**src/rtl/hybrid_encrypt_stream.sv**
```systemverilog
// hybrid_encrypt_stream: two-stage streaming cipher.
//   stage 1 : Vigenere shift of 'A'-'Z' by the current key char (others pass)
//   stage 2 : Polybius 6x6 encoding of letters/digits into two ASCII digits,
//             non-alphanumerics emitted as {8'h00, c}
// Valid/ready on both sides; each stage advances when empty or drained.
// Optional macro HYBRID_ENC_LAST_KEYRESET_EN: a char accepted with in_last
// rewinds the key index to 0 once that char has taken its shift.
module hybrid_encrypt_stream #(
  parameter int N = 32
) (
  input  logic                 clk,
  input  logic                 rst_n,
  input  logic [8*N-1:0]       key,
  input  logic [$clog2(N):0]   key_len,
  input  logic                 key_load,
  input  logic                 in_valid,
  output logic                 in_ready,
  input  logic [7:0]           in_char,
  input  logic                 in_last,
  output logic                 out_valid,
  input  logic                 out_ready,
  output logic [15:0]          out_code,
  output logic                 out_last
);

  localparam int STAGES = 2;
  localparam int LW     = $clog2(N) + 1;
  localparam int IW     = (N > 1) ? $clog2(N) : 1;

  typedef struct packed {
    logic [7:0] ch;
    logic       last;
  } s1_t;

  // key storage: char j lives at key_q[N-1-j], matching the packed port layout
  logic [N-1:0][7:0] key_q;
  logic [LW-1:0]     klen_q;
  logic [IW-1:0]     kidx_q;

  logic [STAGES:1]   vld_pipe;
  s1_t               s1_q;

  logic [LW-1:0]     klen_eff;
  logic [IW-1:0]     kidx_nxt;
  logic [IW-1:0]     ki;
  logic [7:0]        kch;
  logic [4:0]        shift;
  logic [5:0]        sum;
  logic              in_is_letter;
  logic [7:0]        s1_ch_d;
  logic              in_fire;
  logic              s1_adv;
  logic              s2_adv;

  logic              s2_letter;
  logic              s2_digit;
  logic [5:0]        sym;
  logic [5:0]        row;
  logic [5:0]        col;
  logic [15:0]       enc;

  // handshake: a stage may load when it is empty or its contents leave this cycle
  always_comb begin
    s2_adv   = !vld_pipe[2] || out_ready;
    s1_adv   = !vld_pipe[1] || s2_adv;
    in_ready = rst_n && !key_load && s1_adv;
    in_fire  = in_valid && in_ready;
  end

  assign out_valid = vld_pipe[2];

  // clamp the requested key length into 1..N
  always_comb begin
    if (key_len == '0)
      klen_eff = LW'(1);
    else if (key_len > LW'(N))
      klen_eff = LW'(N);
    else
      klen_eff = key_len;
  end

  // stage 1 datapath: pick key char, derive shift, rotate letters mod 26
  always_comb begin
    ki           = IW'(N - 1) - kidx_q;
    kch          = key_q[ki];
    shift        = (kch >= 8'h41 && kch <= 8'h5A) ? 5'(kch - 8'h41) : 5'd0;
    in_is_letter = (in_char >= 8'h41) && (in_char <= 8'h5A);
    sum          = 6'(in_char - 8'h41) + 6'(shift);
    if (sum >= 6'd26)
      sum = sum - 6'd26;
    s1_ch_d      = in_is_letter ? (8'h41 + 8'(sum)) : in_char;
    kidx_nxt     = ((LW'(kidx_q) + LW'(1)) >= klen_q) ? '0 : (kidx_q + IW'(1));
  end

  // stage 2 datapath: symbol index -> row/col on the 6x6 grid
  always_comb begin
    s2_letter = (s1_q.ch >= 8'h41) && (s1_q.ch <= 8'h5A);
    s2_digit  = (s1_q.ch >= 8'h30) && (s1_q.ch <= 8'h39);
    sym       = s2_letter ? 6'(s1_q.ch - 8'h41) : (6'(s1_q.ch - 8'h30) + 6'd26);
    row       = sym / 6'd6;
    col       = sym % 6'd6;
    if (s2_letter || s2_digit)
      enc = {8'h31 + 8'(row), 8'h31 + 8'(col)};
    else
      enc = {8'h00, s1_q.ch};
  end

  // key register and key index; only letters consume a key char
  always_ff @(posedge clk) begin
    if (!rst_n) begin
      key_q  <= '0;
      klen_q <= LW'(1);
      kidx_q <= '0;
    end else if (key_load) begin
      key_q  <= key;
      klen_q <= klen_eff;
      kidx_q <= '0;
    end else if (in_fire) begin
      if (in_is_letter)
        kidx_q <= kidx_nxt;
`ifdef HYBRID_ENC_LAST_KEYRESET_EN
      if (in_last)
        kidx_q <= '0;
`endif
    end
  end

  // stage 1 register: shifted char plus its last flag
  always_ff @(posedge clk) begin
    if (!rst_n) begin
      vld_pipe[1] <= 1'b0;
      s1_q        <= '0;
    end else if (s1_adv) begin
      vld_pipe[1] <= in_fire;
      if (in_fire) begin
        s1_q.ch   <= s1_ch_d;
        s1_q.last <= in_last;
      end
    end
  end

  // stage 2 register: drives the output port; holds while stalled
  always_ff @(posedge clk) begin
    if (!rst_n) begin
      vld_pipe[2] <= 1'b0;
      out_code    <= '0;
      out_last    <= 1'b0;
    end else if (s2_adv) begin
      vld_pipe[2] <= vld_pipe[1];
      if (vld_pipe[1]) begin
        out_code <= enc;
        out_last <= s1_q.last;
      end else begin
        out_last <= 1'b0;
      end
    end
  end

endmodule

```
**config.mk**
```make
export PLATFORM = sky130hd
export DESIGN_NAME = hybrid_encrypt_stream
export DESIGN_NICKNAME = d
export VERILOG_FILES = /design/src/rtl/hybrid_encrypt_stream.sv
export SDC_FILE = /design/constraint.sdc
export NUM_CORES = 1
export LEC_CHECK = 0
export CORE_MARGIN = 2
export CORE_UTILIZATION = 56
export CTS_BUF_LIST = sky130_fd_sc_hd__clkbuf_16
export DETAILED_ROUTE_END_ITERATION = 7
export PLACE_DENSITY = 0.85
export SLEW_MARGIN = 10
export SYNTH_ARGS = -nofsm -noshare
export SYNTH_HDL_FRONTEND = slang
export SYNTH_SLANG_ARGS = --single-unit
```
**constraint.sdc**
```tcl
create_clock -name clk -period 17.53 [get_ports clk]
set_clock_uncertainty 0.2 [all_clocks]
set_input_delay 2.6295 -clock clk [delete_from_list [all_inputs] [get_ports clk]]
set_output_delay 2.6295 -clock clk [all_outputs]
set_load 0.005 [all_outputs]
```
Yosys cells after proc, flatten, opt, wreduce, memory -nomap -nowiden
Index checks and enable logic that the tools add are counted.
Storage, ports and cells
  register bits after elaboration: 295
  latch bits: 0
  memory bits (writable): 0
  bits in read-only memories: 0
  input port bits: 276
  logic and storage cells: 97
  memories: 0
Operators by class
  add/sub/neg operators: 13
  $mul: 0
  div/mod/pow operators: 2
  magnitude comparators: 12
  equal/unequal tests: 0
  shift-type cells: 0
  multiplexer cells: 11
  bitwise logic cells: 1
  reductions and logical operators: 18
Operator list (number)
  $bmux W8 S5: 1
  $ge A8 B7 Y1 const B: 3
  $le A8 B7 Y1 const B: 3
  $mux W6: 4
  $mux W8: 2
  $mux W15: 1
  $add A6 B6 Y7 const A: 2
  $sub A6 B1 Y6 const B: 2
  $mux W5: 2
  $add A7 B6 Y8 const A: 1
  $ge A8 B6 Y1 const B: 1
  $le A8 B6 Y1 const B: 1
  $logic_and A1 B1 Y1: 7
  $add A5 B1 Y6 const B: 1
  $add A6 B5 Y6: 1
  $add A6 B5 Y6 const B: 1
  $div A6 B3 Y6 const B: 1
  $ge A6 B5 Y1 const B: 1
  $ge A6 B6 Y1: 1
  $gt A6 B6 Y1 const B: 1
  $logic_not A6 Y1: 1
  $lt A5 B6 Y1 const B: 1
  $mod A6 B3 Y6 const B: 1
  $reduce_and A2 Y1: 3
  other kinds (10): 14

Depth between registers and ports, before layout
Gate-level depths: netlist of run 1.
  word-level depth: 11
  depth in mapped cells: 28
  depth with buffers taken out: 26

Worst setup path before layout of run 1
No wires, ideal clock.
  path type: register to register
  from: reg kidx_q[0]
  to: reg s1_q[5] (netlist bit)
  setup time: 0.132 ns
  data arrival time: 6.000 ns
  required time: 17.198 ns
  setup slack: 11.198 ns
  cell stages (with the launch flop): 26
  period minus slack after synthesis: 6.332 ns
  cell sequence: dfxtp_1 > buf_2 > buf_2 > clkbuf_1 > mux4_2 > mux4_2 > mux2i_1 > ha_1 > o21a_1 > nor2_1 > a21o_1 > or3_1 > ha_1 > inv_1 > ha_1 > fa_1 > a21o_1 > a21oi_1 > xnor2_1 > a21boi_1 > xnor2_1 > ha_1 > nand2_1 > xor2_1 > o221ai_1 > a21oi_1
Between the ends
  cells in the longest elaborated chain, start to end: 11
  elaborated cells on any way between the ends: 14
RTL lines
  start, declared: line 38  | logic [IW-1:0] kidx_q;
  start signal, assigned: line 120  | kidx_q <= kidx_nxt;
  $sub A5 B5 Y5 *: line 84  | ki = IW'(N - 1) - kidx_q;
  $bmux W8 S5 *: line 85  | kch = key_q[ki];
  $mux W8 (implied by the code) *: line 85
  $ge A8 B7 Y1 or $le A8 B7 Y1 (tied branches): line 86  | shift = (kch >= 8'h41 && kch <= 8'h5A) ? 5'(kch - 8'h41) : 5'd0;
  $logic_and A1 B1 Y1: line 86
  $mux W5 *: line 86
  $add A6 B5 Y6 *: line 88  | sum = 6'(in_char - 8'h41) + 6'(shift);
  $sub A6 B5 Y6 or $ge A6 B5 Y1 (tied branches): line 90, 89
  $mux W6 *: line 89  | if (sum >= 6'd26)
  $add A7 B6 Y8 *: line 91  | s1_ch_d = in_is_letter ? (8'h41 + 8'(sum)) : in_char;
  $mux W8 *: line 91
  end, declared: line 41  | s1_t s1_q;
Mark *: on every way between the ends. The rest lies on a longest branch, timed or not. The select of a mux whose other input is x is not followed.
A chain may end at the register's enable or synchronous reset.

Final worst setup path of run 1
  from: in rst_n
  to: out in_ready
Between the ends
  cells in the longest elaborated chain, start to end: 2
RTL lines
  start, declared: line 12  | input logic rst_n,
  $logic_and A1 B1 Y1 (2 in a row): line 66  | in_ready = rst_n && !key_load && s1_adv;
  end, declared: line 17  | output logic in_ready,
Every way passes these cells.

==> summary.md, run 1 <==
| Metric | Value |
|---|---|
| Outcome | `completed` |
| Slew margin rel. | `29.7%` |
| Post-Layout Cell Count | `1985` |
| Post-synth top area share | `42.3%` |
| Final instance area | `17900 µm²` |
| Clk_lat worst skew | `0.57 ns` |
| Largest net degree at the start of global routing | `187` |
| Reg2reg path depth | `22` |
| Routed vias/inst | `5.57` |
| Pin slew with the least headroom to its limit | `1.05 ns` |
| Worst Path Arrival | `4.57 ns` |
| First-pass GRT wire length | `58.1 mm` |
| Post-Syn Nets | `1702` |
| Die area | `26100 µm²` |
| Critical-path maximum fanout | `14` |
| Dominant cells by area after synthesis | `dfxtp_1 (42%), mux2i_1 (19%), nor2_1 (8.5%)` |
| Antenna viol nets, final | `0` |
| Syn avg cell area | `9.98 µm²` |
| Crit end category | `output pin` |
| RSZ-0062 raised after global routing | `no` |
| Number of cell rows | `57` |
| H-tree lvl count | `1` |
| CP required | `14.70 ns` |
| DRC viols | `0` |
| Clock power share | `37.8%` |
| Yosys reg bits | `294` |
| Internal cell power | `1190 µW` |
| Grt total ovfl | `0` |
| GRT Resource Usage Total | `28.0%` |
| Clock tree from TritonCTS | `yes` |
| Max-cap violations | `0` |
| Placed cells | `1923` |
| Area growth, synth to finish | `28.5%` |
| Post-synth EDFFs | `0` |
| Area leader, netlist | `dfxtp_1` |
| Class of the worst hold path | `flop to flop` |
| Most frequent cells in the layout | `nor2_1 (316), clkdlybuf4s50_1 (292), dfxtp_1 (291)` |
| Crit. Startpoint | `rst_n` |
| RR Endpoint | `s1_q[5]$_SDFFE_PN0P_` |
| Fmax | `135 MHz` |
| Pins over their slew limit | `0` |
| Antenna violations before repair | `10` |
| Initial core utilization | `57.2%` |
| Period utilization | `42.2%` |
| Most common cell after layout, fill and taps aside | `nor2_1` |
| Worst r2r src | `kidx_q[0]$_SDFFE_PP0P_` |
| Routed WL | `36.8 mm` |
| Distinct cells, synth | `78` |
| Worst Hold Slack | `0.254 ns` |
| Sequential power share | `45.6%` |
| Hold Violations, Final | `0` |
| Fin nets | `1941` |
| Die width | `162 µm` |
| Setup Viol. Count Final | `0` |
| Metal3 WL | `2.54 mm` |
| Leakage power | `0.00748 µW` |
| Vias | `11100` |
| Power Dens Cells | `89.1 nW/µm²` |
| Peak VDD IR | `74.5 µV` |
| Post-synthesis cell count | `1393` |
| First-pass iteration count of the detailed router | `5` |
| CTS Sinks | `294` |
| Reg2Reg Setup Slack | `10.79 ns` |
| WL met1 | `14.3 mm` |
| Comb pwr share | `16.6%` |
| Final setup TNS | `0 ns` |
| Post-CTS setup buffer count | `0` |
| IO Port Bufs | `293` |
| CP startpoint kind | `primary input` |
| Synth async-reset ratio | `0%` |
| DR WL met2 | `18.4 mm` |
| Sequential element share of the synthesized area | `42.3%` |
| Placed instance area | `16900 µm²` |
| CP Capture Point | `in_ready` |
| CTS root buffer | `clkbuf_16` |
| Drt first-iter violations | `551` |
| Clk buf depth | `3` |
| Cts repair resizes | `0` |
| WS Path Type | `primary input to output pin` |
| Sw Pwr | `407 µW` |
| Die H | `162 µm` |
| Fillers | `1705` |
| Vias in the first global route | `11300` |
| DR top layer | `met4` |
| Num ports | `295` |
| Proportion of layout cells with a drive suffix above 1 | `7.75%` |
| Hold_buf cts | `0` |
| Final min period | `7.40 ns` |
| Main flop type after synthesis | `dfxtp_1` |
| Cell area after synthesis | `13900 µm²` |
| GP Congestion | `0.858` |
| Sw Share | `25.6%` |
| Core Box Area | `24300 µm²` |
| Final Util | `73.5%` |
| Wire length per cell | `18.5 µm` |
| Ys Warns | `0` |
| Num CTS Buffers | `31` |
| DP HPWL | `26.0 mm` |
| Clock slew at reported path FFs | `0.06 ns` |
==> cell usage after synthesis, types with 18 or more instances <==
master / instances
nor2_1: 316
dfxtp_1: 294
mux2i_1: 267
mux4_2: 52
clkbuf_1: 47
nand2_1: 45
a21oi_1: 38
buf_1: 36
inv_1: 33
ha_1: 32
xnor2_1: 18
==> metal layers <==
metal  vias up  GRT usage [%]
li1       5383              -
met1      5268           31.5
met2       315           49.3
met3        89           7.86
met4         0           12.3
met5         -              0
==> per-stage QoR <==
| stage | power, µW | worst slack (ns) |
|---|---|---|
| global route | 1660 | 10.04 |
| detailed placement | 1000 | 10.14 |
| floorplan | 900 | 11.20 |
| global placement | 996 | 10.19 |
| CTS | 1600 | 10.14 |
| finish | 1590 | 10.13 |
==> registers in the layout, summed over array words and instances, names as in the netlist <==
signal     flops
out_code      15
vld_pipe       1
out_valid      1
klen_q         6
key_q        256
out_last       1
kidx_q         5
s1_q           9
==> logic make-up (layout without fill, tap and decap cells) <==
| group | Yosys count | in the layout | synth area share, % |
|---|---|---|---|
| AND/OR/NAND/NOR | 450 | 450 | 14.2 |
| multiplexers | 324 | 324 | 28.1 |
| flip-flops | 294 | 294 | 42.3 |
| AO/OA/AOI/OAI | 136 | 136 | 6.91 |
| buffers and inverters | 127 | 385 | 3.69 |
| adder cells (fa/ha/maj) | 33 | 33 | 3.02 |
| XOR/XNOR | 28 | 28 | 1.82 |
| other | 1 | 11 | 0.0270 |
==> power groups by stage <==
stage	sequential, µW	clock, µW	combinational, µW
3_3_place_gp	739	0	257
3_5_place_dp	740	0	261
5_1_grt	730	637	289
6_report	727	603	264
4_1_cts	726	608	264
2_1_floorplan	733	0	167
==> layout make-up <==
type,instances,area (µm²),area share (%)
Timing Repair Buffer,299,2980,16.7
Clock buffer,33,826,4.62
Clock inverter,19,96.3,0.539
Multi-Input combinational cell,972,7510,42.0
Tap cell,324,405,2.27
Antenna cell,10,25.0,0.140
Inverter,34,135,0.756
Sequential cell,294,5890,33.0
==> worst max-delay path, cell delays in order <==
cell,delay [ns]
clkdlybuf4s50_1,0.85
nand2b_1,0.29
a21oi_1,0.25
clkdlybuf4s50_1,0.54
==> worst min path at each step <==
stage | end | from | slack (ns) | cells past startpoint
after floorplan | s1_q[0]$_SDFFE_PN0P_ | s1_q[0]$_SDFFE_PN0P_ | 0.24 | 2
after global placement | out_last$_SDFFE_PN0P_ | out_last$_SDFFE_PN0P_ | 0.24 | 2
after detailed placement | out_code[7]$_SDFFE_PN0P_ | out_code[7]$_SDFFE_PN0P_ | 0.25 | 2
after CTS | out_code[7]$_SDFFE_PN0P_ | out_code[7]$_SDFFE_PN0P_ | 0.26 | 2
after global routing | out_code[7]$_SDFFE_PN0P_ | out_code[7]$_SDFFE_PN0P_ | 0.27 | 2
final | out_code[9]$_SDFFE_PN0P_ | out_code[9]$_SDFFE_PN0P_ | 0.25 | 2
Power figures use the tool's default switching activity.
==> run 2, diff against run 1 <==
--- a/config.mk
+++ b/config.mk
@@ -6,10 +6,10 @@
 export NUM_CORES = 1
 export LEC_CHECK = 0
 export CORE_MARGIN = 2
-export CORE_UTILIZATION = 56
+export CORE_UTILIZATION = 47
 export CTS_BUF_LIST = sky130_fd_sc_hd__clkbuf_16
 export DETAILED_ROUTE_END_ITERATION = 7
-export PLACE_DENSITY = 0.85
+export PLACE_DENSITY = 0.76
 export SLEW_MARGIN = 10
 export SYNTH_ARGS = -nofsm -noshare
 export SYNTH_HDL_FRONTEND = slang
==> constraint.sdc (replaced) <==
create_clock -name clk -period 6.7 [get_ports clk]
set_clock_uncertainty 0.2 [all_clocks]
set_input_delay 1.005 -clock clk [delete_from_list [all_inputs] [get_ports clk]]
set_output_delay 1.005 -clock clk [all_outputs]
set_load 0.005 [all_outputs]
==> run 2 against run 1 <==
  * Combinational power increased to 2.6 times the previous value
  * Core utilization fell by 11 points
  * Total power grew to 2.6 times the previous value
  * Setup slack got worse by 9.7 ns
  * Via count decreased by 0.33%
  * Wire length up 5.0%
  * Hold slack hardly changed
  * First-iteration DRC count up 17%
  * Global-route usage decreased by 3.6 points
  * Register-to-register slack got worse by 10 ns
  * Design area is 0.50% higher
==> summary.md, run 2 (same netlist as run 1, synthesis figures left out) <==
| Metric | Value |
|---|---|
| Peak VDD IR | `214 µV (+190%)` |
| Max reg flops | `256 (unchanged)` |
| CP required | `6.97 ns (-7.73 ns)` |
| Fin nets | `1945 (+0.21%)` |
| Clock slew at reported path FFs | `0.06 ns (about the same)` |
| Sw Share | `26.0% (+0.45 points)` |
| Proportion of layout cells with a drive suffix above 1 | `7.97% (+0.22 points)` |
| Max incr delay on CP | `0.56 ns (-0.29 ns)` |
| Class of the worst hold path | `flop to flop` |
| Max-cap violations | `0 (unchanged)` |
| CTS root buffer | `clkbuf_16` |
| Pins over their slew limit | `0 (unchanged)` |
| Area of the multi-input gates | `7510 µm² (unchanged)` |
| Power Dens Cells | `228 nW/µm² (+160%)` |
| Hold_buf cts | `0 (unchanged)` |
| Comb pwr share | `17.0% (+0.4 points)` |
| Grt total ovfl | `0 (unchanged)` |
| Largest net degree at the start of global routing | `158 (-16%)` |
| RSZ-0062 raised after global routing | `no` |
| Routed WL | `38.6 mm (+5.0%)` |
| Die H | `176 µm (+8.9%)` |
| CP dominant cell by count | `ha_1` |
| CP startpoint kind | `flop` |
| Fillers | `2363 (+39%)` |
| Critical-path maximum fanout | `17 (+3)` |
| Reg with most FFs | `key_q` |
| Post-CTS setup buffer count | `0 (unchanged)` |
| GRT Resource Usage Total | `24.3% (-3.6 points)` |
| Internal cell power | `3030 µW (+160%)` |
| Sw Pwr | `1070 µW (+160%)` |
| DRC viols | `0 (unchanged)` |
| Critical-path cell list | `buf_4 > mux4_2 > mux4_2 > mux2i_1 > ha_1 > nor3_1 > a21o_1 > or3_1 > ha_1 > inv_1 > ha_1 > fa_1 > xnor2_1 > nor2_1 > a21boi_1 > and3_1 > o21a_1 > nand2_1 > nand2_1 > nand3b_1 > a21oi_1 > o21ai_0 > a21oi_1` |
| Num CTS Buffers | `30 (-3.2%)` |
| Clock tree from TritonCTS | `yes` |
| Die area | `31000 µm² (+19%)` |
| RR Endpoint | `s1_q[6]$_SDFFE_PN0P_` |
| Outcome | `completed` |
| Crit end category | `flop` |
| Reg2reg path depth | `23 (+4.5%)` |
| IO Port Bufs | `293 (unchanged)` |
| Final min period | `6.23 ns` |
| Initial core utilization | `48.1% (-9.1 points)` |
| Clock power share | `36.4% (-1.4 points)` |
| Worst Hold Slack | `0.254 ns (+0.000407 ns)` |
| Fmax | `161 MHz` |
| Biggest regs | `key_q: 256 flops, out_code: 15 flops, s1_q: 9 flops` |
| Core Box Area | `28900 µm² (+19%)` |
| Most frequent cells in the layout | `nor2_1 (316), clkdlybuf4s50_1 (292), dfxtp_1 (291)` |
| Antenna viol nets, final | `0 (unchanged)` |
| Vias in the first global route | `11000 (-2.5%)` |
| Sequential power share | `46.6% (+1.0 points)` |
| Clk_lat worst skew | `0.58 ns (about the same)` |
| Die width | `176 µm (+8.9%)` |
| CTS Sinks | `294 (unchanged)` |
| Cell count of the worst hold path | `2 (unchanged)` |
| Leakage power | `0.00748 µW (about the same)` |
| Vias | `11000 (-0.33%)` |
| Total design power | `4100 µW (+160%)` |
| Routed vias/inst | `5.39 (-3.2%)` |
| Num ports | `295 (unchanged)` |
| Period utilization | `92.9%` |
| Register cell area after layout | `5890 µm² (unchanged)` |
| Final setup TNS | `0 ns (unchanged)` |
| Worst Path Arrival | `6.50 ns (+1.93 ns)` |
| Slew margin rel. | `34.0% (+4.3 points)` |
| Most common cell after layout, fill and taps aside | `nor2_1` |
| Cts repair resizes | `0 (unchanged)` |
| First-pass iteration count of the detailed router | `5 (unchanged)` |
| Setup Viol. Count Final | `0 (unchanged)` |
| Clk buf depth | `3 (unchanged)` |
| Pin slew with the least headroom to its limit | `0.990 ns (-0.0641 ns)` |
| Antenna violations before repair | `10 (unchanged)` |
| Hold path endpoint | `out_code[8]$_SDFFE_PN0P_` |
| Cell family with most CP delay | `multiplexers` |
| Area growth, synth to finish | `29.2%` |
| H-tree lvl count | `1 (unchanged)` |
| CP max-delay cell | `dfxtp_4` |
| Worst r2r src | `kidx_q[0]$_SDFFE_PP0P_` |
| WS Path Type | `flop to flop` |
| First-pass GRT wire length | `59.0 mm (+1.7%)` |
| Hold Violations, Final | `0 (unchanged)` |
| Buffers & Inverters on Critical Path | `2 (unchanged)` |
| GP Congestion | `0.854 (-0.49%)` |
| Reg2Reg Setup Slack | `0.47 ns (-10.32 ns)` |
| Wire length per cell | `18.9 µm (+2.0%)` |
| Number of cell rows | `62 (+8.8%)` |
| DP HPWL | `28.6 mm (+10%)` |
| Hold_sp | `out_code[8]$_SDFFE_PN0P_` |
| Drt first-iter violations | `642 (+17%)` |
## run 2: worst min-delay path, cell delays in order, from the launching register on
cell and delay [ns]:
dfxtp_1 0.31, nand2_1 0.05, a21oi_1 0.05
## run 2: through the flow
stage               instances  util (%)  area (µm²)  worst slack, ns
floorplan                1393         -       13900            0.368
finish                   2043      62.1       18000            0.475
global placement         1986      58.9       17000            0.537
global route             2041      62.1       18000           0.0114
detailed placement       1986      58.9       17000            0.336
CTS                      2038      61.9       17900            0.277
## run 2: area by class of cell
class	count	share of cell area (%)
Clock inverter	22	0.676
Timing Repair Buffer	304	17.1
Inverter	34	0.752
Antenna cell	3	0.0418
Tap cell	384	2.67
Clock buffer	30	4.18
Multi-Input combinational cell	972	41.8
Sequential cell	294	32.8
## run 2: worst max path at each step
stage | from | endpoint | depth (start not counted)
after floorplan | kidx_q[0]$_SDFFE_PP0P_ | s1_q[5]$_SDFFE_PN0P_ | 25
after global placement | kidx_q[0]$_SDFFE_PP0P_ | s1_q[6]$_SDFFE_PN0P_ | 23
after detailed placement | kidx_q[0]$_SDFFE_PP0P_ | s1_q[6]$_SDFFE_PN0P_ | 23
after CTS | kidx_q[0]$_SDFFE_PP0P_ | s1_q[6]$_SDFFE_PN0P_ | 23
after global routing | kidx_q[0]$_SDFFE_PP0P_ | s1_q[6]$_SDFFE_PN0P_ | 25
final | kidx_q[0]$_SDFFE_PP0P_ | s1_q[6]$_SDFFE_PN0P_ | 23
## run 2: power groups by stage
stage / Sequential, µW / Combinational, µW / Clock [µW]
3_5_place_dp: 1950 / 695 / 0
3_3_place_gp: 1950 / 679 / 0
6_report: 1910 / 699 / 1490
2_1_floorplan: 1920 / 437 / 0
4_1_cts: 1910 / 699 / 1520
5_1_grt: 1920 / 761 / 1600
## run 2: layer usage
metal	part of all wire [%]	GRT usage (%)	wire [µm]
met5	0.26	0	101
met4	3.4	8.20	1300
met3	6.4	5.30	2480
met2	50	44.0	19300
met1	40	28.4	15400
==> run 3, diff against run 2 <==
--- a/config.mk
+++ b/config.mk
@@ -10,6 +10,7 @@
 export CTS_BUF_LIST = sky130_fd_sc_hd__clkbuf_16
 export DETAILED_ROUTE_END_ITERATION = 7
 export PLACE_DENSITY = 0.76
+export SKIP_LAST_GASP = 1
 export SLEW_MARGIN = 10
 export SYNTH_ARGS = -nofsm -noshare
 export SYNTH_HDL_FRONTEND = slang
==> results of run 3 <==
The final DEF is identical to that of run 2; final timing and power are the same.
